--- src/rtl/mem_access_unit.sv ---
// Memory-stage access sequencer: alignment check, MMU translation handshake,
// byte-lane bus transaction with timeout, and load data alignment/extension.
package mau_pkg;
  typedef enum logic {
    MEM_ACCESS_R = 1'b0,
    MEM_ACCESS_W = 1'b1
  } MEM_ACCESS_T;

  typedef enum logic [1:0] {
    MMU_EXC_NONE     = 2'd0,
    MMU_EXC_MISS     = 2'd1,
    MMU_EXC_INVALID  = 2'd2,
    MMU_EXC_MODIFIED = 2'd3
  } MMU_EXCEPTION_T;
endpackage

module mem_access_unit
  import mau_pkg::*;
#(
  parameter int TIMEOUT_CYCLES = 255
) (
  input  logic           clk,
  input  logic           res,
  input  logic           cpu_req,
  input  logic [31:0]    cpu_vAddr,
  input  MEM_ACCESS_T    cpu_accessType,
  input  logic [1:0]     cpu_size,
  input  logic           cpu_signed,
  input  logic [31:0]    cpu_wdata,
  output logic [31:0]    cpu_rdata,
  output logic           cpu_ready,
  output logic [2:0]     cpu_fault,
  output logic           busy,
  output logic           mmu_addrValid,
  output logic [31:0]    mmu_vAddr,
  output MEM_ACCESS_T    mmu_accessType,
  input  logic [31:0]    mmu_pAddr,
  input  MMU_EXCEPTION_T mmu_exception,
  output logic           bus_req,
  output logic           bus_we,
  output logic [31:0]    bus_addr,
  output logic [3:0]     bus_be,
  output logic [31:0]    bus_wdata,
  input  logic [31:0]    bus_rdata,
  input  logic           bus_ack
);

  typedef enum logic [2:0] {
    S_IDLE  = 3'd0,
    S_XLATE = 3'd1,
    S_CHECK = 3'd2,
    S_BUS   = 3'd3,
    S_DONE  = 3'd4
  } state_t;

  localparam logic [2:0] FLT_NONE     = 3'd0;
  localparam logic [2:0] FLT_MISS     = 3'd1;
  localparam logic [2:0] FLT_INVALID  = 3'd2;
  localparam logic [2:0] FLT_MODIFIED = 3'd3;
  localparam logic [2:0] FLT_ADDR     = 3'd4;
  localparam logic [2:0] FLT_BUS      = 3'd5;

  localparam logic [31:0] TO_LAST = 32'(TIMEOUT_CYCLES - 1);

  state_t      r_state;
  state_t      w_next;
  logic [1:0]  r_size;
  logic        r_signed;
  logic [31:0] r_wdata;
  logic [31:0] r_cnt;
  logic        w_misaligned;
  logic        w_timeout;
  logic [31:0] w_paddr;

  function automatic logic [3:0] lane_be(input logic [1:0] size, input logic [1:0] off);
    case (size)
      2'd0:    lane_be = 4'b0001 << off;
      2'd1:    lane_be = 4'b0011 << off;
      default: lane_be = 4'b1111;
    endcase
  endfunction

  function automatic logic [31:0] lane_wdata(input logic [1:0] size, input logic [31:0] wd);
    case (size)
      2'd0:    lane_wdata = {4{wd[7:0]}};
      2'd1:    lane_wdata = {2{wd[15:0]}};
      default: lane_wdata = wd;
    endcase
  endfunction

  function automatic logic [31:0] load_extend(input logic [1:0] size, input logic sgn,
                                              input logic [1:0] off, input logic [31:0] rd);
    logic [31:0] sh;
    sh = rd >> {off, 3'b000};
    case (size)
      2'd0:    load_extend = {{24{sgn & sh[7]}}, sh[7:0]};
      2'd1:    load_extend = {{16{sgn & sh[15]}}, sh[15:0]};
      default: load_extend = sh;
    endcase
  endfunction

  always_comb begin
    w_misaligned = 1'b0;
    case (cpu_size)
      2'd0:    w_misaligned = 1'b0;
      2'd1:    w_misaligned = cpu_vAddr[0];
      2'd2:    w_misaligned = |cpu_vAddr[1:0];
      default: w_misaligned = 1'b1;
    endcase
  end

  // Sub-word offset comes from the virtual address; the bus address is word-aligned.
  assign w_paddr   = mmu_pAddr & 32'hFFFF_FFFC;
  assign w_timeout = (TIMEOUT_CYCLES != 0) && (r_cnt == TO_LAST) && !bus_ack;

  always_ff @(posedge clk) begin
    if (res) r_state <= S_IDLE;
    else     r_state <= w_next;
  end

  always_comb begin
    w_next        = r_state;
    busy          = 1'b1;
    mmu_addrValid = 1'b0;
    bus_req       = 1'b0;
    bus_we        = 1'b0;
    cpu_ready     = 1'b0;
    case (r_state)
      S_IDLE: begin
        busy = 1'b0;
        if (cpu_req) w_next = w_misaligned ? S_DONE : S_XLATE;
      end
      S_XLATE: begin
        mmu_addrValid = 1'b1;
        w_next        = S_CHECK;
      end
      S_CHECK: begin
        w_next = (mmu_exception == MMU_EXC_NONE) ? S_BUS : S_DONE;
      end
      S_BUS: begin
        bus_req = 1'b1;
        bus_we  = (mmu_accessType == MEM_ACCESS_W);
        if (bus_ack || w_timeout) w_next = S_DONE;
      end
      S_DONE: begin
        cpu_ready = 1'b1;
        w_next    = S_IDLE;
      end
      default: w_next = S_IDLE;
    endcase
  end

  always_ff @(posedge clk) begin
    if (res) begin
      mmu_vAddr      <= '0;
      mmu_accessType <= MEM_ACCESS_R;
      r_size         <= '0;
      r_signed       <= 1'b0;
      r_wdata        <= '0;
      bus_addr       <= '0;
      bus_be         <= '0;
      bus_wdata      <= '0;
      cpu_rdata      <= '0;
      cpu_fault      <= FLT_NONE;
      r_cnt          <= '0;
    end else begin
      case (r_state)
        S_IDLE: begin
          if (cpu_req) begin
            mmu_vAddr      <= cpu_vAddr;
            mmu_accessType <= cpu_accessType;
            r_size         <= cpu_size;
            r_signed       <= cpu_signed;
            r_wdata        <= cpu_wdata;
            cpu_fault      <= w_misaligned ? FLT_ADDR : FLT_NONE;
          end
        end
        S_CHECK: begin
          case (mmu_exception)
            MMU_EXC_MISS:     cpu_fault <= FLT_MISS;
            MMU_EXC_INVALID:  cpu_fault <= FLT_INVALID;
            MMU_EXC_MODIFIED: cpu_fault <= FLT_MODIFIED;
            default: begin
              cpu_fault <= FLT_NONE;
              bus_addr  <= w_paddr;
              bus_be    <= lane_be(r_size, mmu_vAddr[1:0]);
              bus_wdata <= lane_wdata(r_size, r_wdata);
              r_cnt     <= '0;
            end
          endcase
        end
        S_BUS: begin
          // An ack on the final timeout cycle still completes successfully.
          if (bus_ack) begin
            if (mmu_accessType == MEM_ACCESS_R)
              cpu_rdata <= load_extend(r_size, r_signed, mmu_vAddr[1:0], bus_rdata);
          end else begin
            r_cnt <= r_cnt + 32'd1;
            if (w_timeout) cpu_fault <= FLT_BUS;
          end
        end
        default: ;
      endcase
    end
  end

endmodule
--- config.mk ---
export PLATFORM = sky130hd
export DESIGN_NAME = mem_access_unit
export DESIGN_NICKNAME = d
export VERILOG_FILES = /design/src/rtl/mem_access_unit.sv
export SDC_FILE = /design/constraint.sdc
export NUM_CORES = 1
export LEC_CHECK = 0
export BUFFER_PORTS_ARGS = -buffer_cell sky130_fd_sc_hd__buf_2
export CELL_PAD_IN_SITES_DETAIL_PLACEMENT = 0
export CELL_PAD_IN_SITES_GLOBAL_PLACEMENT = 1
export CORE_ASPECT_RATIO = 1.1
export CORE_MARGIN = 4
export CORE_UTILIZATION = 33
export DETAILED_ROUTE_END_ITERATION = 12
export PLACE_DENSITY = 0.86
export SETUP_SLACK_MARGIN = 0.5
export SYNTH_ARGS = -nofsm -noshare
export SYNTH_HDL_FRONTEND = slang
export SYNTH_SLANG_ARGS = --single-unit
--- constraint.sdc ---
create_clock -name clk -period 2.04 [get_ports clk]
set_input_delay 0 -clock clk [delete_from_list [all_inputs] [get_ports clk]]
set_output_delay 0 -clock clk [all_outputs]
set_load 0.03 [all_outputs]
# Word level (Yosys, flattened, before mapping)
# Index checks and enable logic that the tools add are counted.
# op_classes
muxes	23
shift	3
n_addsub	1
n_bitwise	4
reduce_logical	17
n_eq_ne	16
# ops
cell	n
$pmux 32 s2	3
$mux 32	2
$add 32x1->32 const B	1
$eq 32x8->1 const B	1
$shr 32x5->32	1
$mux 3	8
$pmux 3 s4	1
$ne 2x2->1 const B	5
$pmux 3 s3	1
$pmux 4 s2	1
$eq 2x1->1 const B	3
$eq 2x2->1 const B	3
$eq 3x2->1 const B	2
$logic_not 2->1	3
$pmux 2 s3	1
$reduce_and 2->1	3
$reduce_and 3->1	2
$mux 1	5
$reduce_and 4->1	1
$shl 1x2->4 const A	1
$shl 2x2->4 const A	1
$eq 3x1->1 const B	1
$eq 3x3->1 const B	1
$logic_not 3->1	1
10 further kinds	12
# totals
in_bits	138
elab_cells	76
out_inout_bits	141
ff_bits	204

# Logic depth before layout (Yosys ltp)
# Gate-level depths: netlist of run 1.
# logic_depth
ltp_word	5
depth_mapped	8

# Worst setup path before layout of run 1
# OpenSTA, ideal clock, no wires.
# synth_timing
path_type	register to register
start	register mmu_vAddr[1]
end	register cpu_rdata[16]
setup_ps	122
synth_period_minus_slack_ps	2257
arrival_time_ps	2135
setup_slack_ps	-217
stages_incl_launch_ff	7
cell_sequence	dfxtp_1 -> clkbuf_1 -> mux4_2 -> and3b_1 -> a311oi_4 -> buf_2 -> a21oi_1
# synth_via
elab_chain_len	3
# synth_lines
element	line_no	source
from (decl)	35	output logic [31:0] mmu_vAddr,
from (signal assigned)	170	mmu_vAddr <= cpu_vAddr;
$shr 32x5->32 *	94	sh = rd >> {off, 3'b000};
$and 1x1->1 (on tied branches)	97, 96	
$pmux 32 s2 *	95	case (size)
to (signal assigned)	196	cpu_rdata <= load_extend(r_size, r_signed, mmu_vAddr[1:0], bus_rdata);
to (decl)	30	output logic [31:0] cpu_rdata,
# Mark *: on every way between the ends. The rest lies on a longest branch, timed or not.
# A chain may end at the register's enable or synchronous reset.

# Final worst setup path of run 1
# layout_timing
start	register r_state[0]
end	register bus_addr[22]
# layout_via
elab_chain_len	2
# layout_lines
element	line_no	source
from (decl)	65	state_t r_state;
from (signal assigned)	118	else r_state <= w_next;
$eq 3x2->1	167	case (r_state)
$reduce_and 2->1 (no line)	--	
to (signal assigned)	185	bus_addr <= w_paddr;
to (decl)	41	output logic [31:0] bus_addr,
# No other way between the ends.

==> flow_metrics.tcl, run 1 <==
set metrics [dict create \
    status "complete, but fails checks" \
    violations "hold timing" \
    yosys-mux-area-fraction 0.0624 \
    cp-start-kind "register" \
    synthAdderAreaFrac 0.00288 \
    crit_top_cell "buf_12" \
    setup_viol 0 \
    yosysMostFrequentCell "nand2_1" \
    arrival_ps 2240 \
    die_width_microns 163 \
    first_global_vias 9745 \
    holdPathEnd "cpu_rdata[31]" \
    cts_tree "done" \
    rr_worst_depth 9 \
    num_vias 10404 \
    start_util 0.334 \
    yosysUniqueCellTypes 61 \
    port_buffers 274 \
    placed_cell_area_sq_um 10700 \
    place_congestion 0.801 \
    cts_buffers 23 \
    synth_edf_count 0 \
    max-clock-path-buffers 3 \
    root_buffer "clkbuf_16" \
    cp_cell_sequence "or3_4 -> nor2_4 -> buf_6 -> buf_12 -> buf_12 -> buf_12 -> buf_16 -> nand2_4 -> a21oi_2" \
    post-route-period-util 0.888 \
    slowest_delay_ps 370 \
    nFillCells 2041 \
    synth_compound_area_frac 0.175 \
    r2r_slack_ps 230 \
    cp_slowest_cell "dfxtp_4" \
    hold_class "input pin to register" \
    drive_above_1_share 0.504 \
    grt_max_degree 145 \
    rr_startpoint "r_state[0]" \
    required_ps 2470 \
    detail_route.wl_per_cell_microns 20.2 \
    wirelength_microns 39800 \
    finClkSkew_ps 21.0 \
    antenna_found_initial 1 \
    cap_violations 0 \
    ys_seq_area_frac 0.470 \
    dieArea_sq_um 29000 \
    min_period_ps 1810 \
    fin_nets 1746 \
    endpoint_kind "register" \
    cp.buffers_inverters 5 \
    syn_area_per_cell_sq_um 7.88 \
    max_freq_mhz 552 \
    rsz0062_at_grt "true" \
    grt_pass1_wl_microns 51800 \
    via_per_inst 5.27 \
    first_iter_violations 824 \
    finalPower_w 0.0105 \
    cts_sinks 204 \
    crit_cells 9 \
    num_rows 62 \
    synth.cell_area_sq_um 8700 \
    yosys.area_share.simple 0.246 \
    firstDrtPassIters 7 \
    yosys_warnings 0 \
    die_y_microns 178 \
    hold_buffers 134 \
    drc 0 \
    dp_hpwl_microns 19200 \
    hp-start "bus_rdata[31]" \
    synthTopCellsByCount "nand2_1 (316), dfxtp_1 (204), a21oi_1 (169), clkbuf_1 (58), o21ai_0 (53)" \
    netlist_instances 1104 \
    seq_area_sq_um 4150 \
    worst_pin_slew_ps 1190 \
    ys_seq_elements 204 \
    cp-startpoint "r_state[0]" \
    max-slew-margin-rel 0.205 \
    ant_nets 0 \
    track_usage 0.219 \
    synthFlopType "dfxtp_1" \
    leakage_nw 7.02 \
    powerDensity_nw_per_um2 650 \
    rr_endpoint "bus_addr[22]" \
    area_growth_pct 86.1 \
    tns_ps 0 \
    critPathKind "register to register" \
    multi_input_area_sq_um 6040 \
    hold_violations 1 \
    worstHoldPathCells 3 \
    synth_top_area_frac 0.470 \
    fin_area_sq_um 16200 \
    peakVddDrop_mv 0.651 \
    synth.area.top_cells "dfxtp_1 (47%), nand2_1 (14%), a21oi_1 (9.7%)" \
    core_sq_um 26100 \
    pin_count 279 \
    clk_pin_slew_ps 60 \
    htreeDepth 1 \
    timing.hold.ws_ps -216 \
    synthArstFlopShare 0 \
    synth_xor_xnor_area_share 0.00101 \
    slew_violations 0 \
    clock_latency_ps 520 \
    synth_area_leader_cell "dfxtp_1" \
    path_max_fanout 7 \
    overflow 0 \
    crit_family "simple AND/OR/NAND/NOR gates" \
    synth_top_family_by_area "simple AND/OR/NAND/NOR gates" \
]
-- worst reg2reg max path, stage by stage (launching register included) --
cell     delay [ps]
dfxtp_4         370
or3_4           360
nor2_4          200
buf_6           130
buf_12          120
buf_12          120
buf_12          100
buf_16          130
nand2_4          50
a21oi_2         160
-- registers in the layout (all words and copies together), names as in the netlist, 4 cells and up --
name	count
bus_addr	30
bus_be	4
bus_wdata	32
cpu_rdata	32
mmu_vAddr	32
r_cnt	32
r_wdata	32
-- cells in the final DEF, fill, tap and decap left out, types with 7 or more instances in the layout --
cell type,netlist,routed
dlygate4sd3_1,0,134
buf_2,12,271
o31ai_1,9,7
buf_6,1,42
nand2_4,0,90
mux2i_1,43,43
nand2_1,316,195
o21ai_0,53,49
dfxtp_2,0,11
clkbuf_16,0,35
a21oi_1,169,54
buf_12,0,19
nand2b_1,15,14
inv_1,9,7
dfxtp_4,0,13
or4_4,1,8
nor2_4,0,7
nor3_4,0,8
a211oi_2,0,7
buf_4,2,58
a21oi_2,0,114
nand4_1,8,8
dfxtp_1,204,180
mux2_2,8,8
clkbuf_8,0,10
buf_8,0,8
nand3_1,21,15
nor3_1,19,11
and2_1,10,9
buf_16,0,13
nor2_1,37,25
nand2_2,0,30
-- where the power goes --
group / internal (W) / leakage [nW] / total [W] / switching, W
logic: 0.000976 / 4.97 / 0.00217 / 0.00119
clock network: 0.00243 / 0.377 / 0.00414 / 0.00170
registers: 0.00410 / 1.67 / 0.00421 / 0.000118
total: 0.00751 / 7.02 / 0.0105 / 0.00301
-- worst max path at each step --
stage	to	slack, ps
floorplan	cpu_rdata[16]	130
global placement	cpu_rdata[24]	220
detailed placement	cpu_rdata[20]	180
CTS	cpu_rdata[20]	270
global route	cpu_rdata[28]	170
finish	bus_addr[22]	230
-- repair_timing --
item	CTS	global route
resized for setup	120	405
pin swaps	49	216
buffers inserted	40	33
gates cloned	14	25
hold endpoints to repair	149	1
setup endpoints to repair	201	202
-- kinds of logic after synthesis --
family                   Yosys count
AO/OA/AOI/OAI                    271
XOR/XNOR                           1
adder cells (fa/ha/maj)            2
buffers and inverters             92
flip-flops                       204
multiplexers                      52
other                              1
AND/OR/NAND/NOR                  481
-- stage by stage --
stage,util,cells,setup WS [ps]
2_1_floorplan,-,1105,128
3_3_place_gp,0.412,1687,217
3_5_place_dp,0.412,1687,180
4_1_cts,0.535,1916,275
5_1_grt,0.621,1975,173
6_report,0.621,1975,228
-- area by class of cell --
| cell class | instances | area share |
|---|---|---|
| Clock inverter | 4 | 0.00170 |
| Timing Repair Buffer | 557 | 0.294 |
| Antenna cell | 1 | 0.000155 |
| Multi-Input combinational cell | 811 | 0.373 |
| Tap cell | 352 | 0.0272 |
| Sequential cell | 204 | 0.256 |
| Clock buffer | 37 | 0.0450 |
| Inverter | 9 | 0.00224 |
-- routing by layer --
layer / track usage / vias up / part of all wire
met5: 0 / - / 0
li1: - / 4810 / -
met3: 0.0388 / 149 / 0.066
met1: 0.264 / 4972 / 0.37
met2: 0.381 / 473 / 0.51
met4: 0.0961 / 0 / 0.056
Note: power is estimated with default switching activity, not from simulation.
==> run 2, diff against run 1 <==
==> constraint.sdc (replaced) <==
create_clock -name clk -period 2.04 [get_ports clk]
set_input_delay 0.408 -clock clk [delete_from_list [all_inputs] [get_ports clk]]
set_output_delay 0.408 -clock clk [all_outputs]
set_load 0.03 [all_outputs]
==> flow_metrics.tcl, run 2 (same netlist as run 1, synthesis figures left out) <==
set metrics [dict create \
    max-slew-margin-rel 0.145 \
    antenna_found_initial 6 \
    path_max_fanout 7 \
    area_growth_pct 69.7 \
    root_buffer "clkbuf_16" \
    hold_buffers 0 \
    status "finished clean" \
    worst_pin_slew_ps 1280 \
    post-route-period-util 0.904 \
    min_period_ps 1840 \
    cts_buffers 22 \
    finalNonFillerCells 1838 \
    num_rows 62 \
    cap_violations 0 \
    detail_route.wl_per_cell_microns 19.3 \
    drive_above_1_share 0.519 \
    dieArea_sq_um 29000 \
    htreeDepth 1 \
    layout_common_cells "buf_2 (267), nand2_1 (220), dfxtp_1 (184)" \
    clock_latency_ps 510 \
    sw_frac_of_total 0.281 \
    wirelength_microns 35400 \
    fin_nets 1609 \
    required_ps 2460 \
    hold_class "input pin to register" \
    p_clk_frac 0.398 \
    rsz0062_at_grt "true" \
    leakage_nw 6.46 \
    cp-start-kind "register" \
    dp_hpwl_microns 18900 \
    firstDrtPassIters 5 \
    place_congestion 0.766 \
    p_comb_frac 0.189 \
    timing.hold.ws_ps 135 \
    dp_cells 1684 \
    arrival_ps 2260 \
    finalPower_w 0.0102 \
    critPathKind "register to register" \
    die_width_microns 163 \
    drc 0 \
    setup_ws_ps 196 \
    setup_viol 0 \
    via_per_inst 5.20 \
    track_usage 0.206 \
    port_buffers 274 \
    max_freq_mhz 542 \
    tns_ps 0 \
    die_y_microns 178 \
    cts_sinks 204 \
    first_iter_violations 597 \
    peakVddDrop_mv 0.588 \
    mostFrequentLayoutCell "buf_2" \
    endpoint_kind "register" \
    grt_pass1_wl_microns 48300 \
    grt_max_degree 80 \
    max-clock-path-buffers 3 \
    cts_tree "done" \
    start_util 0.334 \
    dp_slack_ps 85.9 \
    num_vias 9566 \
    pwr-share-seq 0.413 \
    first_global_vias 8848 \
    core_sq_um 26100 \
    internal-power_w 0.00735 \
    nFillCells 2277 \
    finClkSkew_ps 12.9 \
    clk_pin_slew_ps 60 \
    overflow 0 \
    hold_violations 0 \
    p_sw_w 0.00287 \
    ant_nets 0 \
    powerDensity_nw_per_um2 692 \
    pin_count 279 \
    slew_violations 0 \
]
run 2: cell types whose count changed in the layout (fill, tap and decap cells not counted), moves of 7 or more:
cell	change
a21oi_1	+15
a21oi_2	-15
buf_16	+7
buf_6	-8
dlygate4sd3_1	-134
nand2_1	+25
nand2_2	-15
nand2_4	-10
run 2: area by class of cell:
class                           count  area (sq um)  area share
Antenna cell                        3          7.51    0.000509
Clock buffer                       33           674      0.0457
Clock inverter                      5          50.0     0.00339
Inverter                            9          38.8     0.00263
Multi-Input combinational cell    811          5850       0.396
Sequential cell                   204          4140       0.280
Tap cell                          352           440      0.0298
Timing Repair Buffer              421          3570       0.242
run 2: worst paths after layout:
path,from,to,slack [ps],depth (start not counted)
worst max-delay path,r_state[0],bus_wdata[4],200,9
worst min register to register,mmu_vAddr[17],mmu_vAddr[17],450,2
worst min-delay path,cpu_vAddr[27],mmu_vAddr[27],130,3
worst max register to register,r_state[0],bus_wdata[4],200,9
run 2: worst max-delay path, stage by stage, from the launching register on:
cell and delay (ps):
dfxtp_4 380, buf_6 130, or3_4 350, nor2_4 130, buf_12 150, buf_8 120, buf_12 110, buf_16 140
nand2_4 60, a21oi_2 170
run 2: per-layer routing:
layer | global-route usage | vias up | wire length (microns)
met5 | 0 | - | 41
met4 | 0.0668 | 8 | 1090
met3 | 0.0478 | 78 | 2420
met2 | 0.346 | 346 | 17700
met1 | 0.262 | 4595 | 14200
li1 | - | 4539 | -
run 2: what timing repair did:
action,CTS,global route
setup buffers,48,26
setup endpoints to repair,208,221
pin swaps,56,157
resized for setup,170,306
gates cloned,21,18
run 2: power groups by stage:
stage | clock, W | combinational (W) | sequential [W]
6_report | 0.00406 | 0.00194 | 0.00422
3_3_place_gp | 0 | 0.00109 | 0.00430
5_1_grt | 0.00428 | 0.00205 | 0.00423
2_1_floorplan | 0 | 0.000598 | 0.00439
3_5_place_dp | 0 | 0.00110 | 0.00430
4_1_cts | 0.00412 | 0.00144 | 0.00421
run 2: stage by stage:
| stage | cell area (sq um) | utilization |
|---|---|---|
| after floorplan | 9000 | - |
| after global placement | 10700 | 0.411 |
| after detailed placement | 10700 | 0.411 |
| after CTS | 13000 | 0.498 |
| after global routing | 14800 | 0.566 |
| final | 14800 | 0.566 |
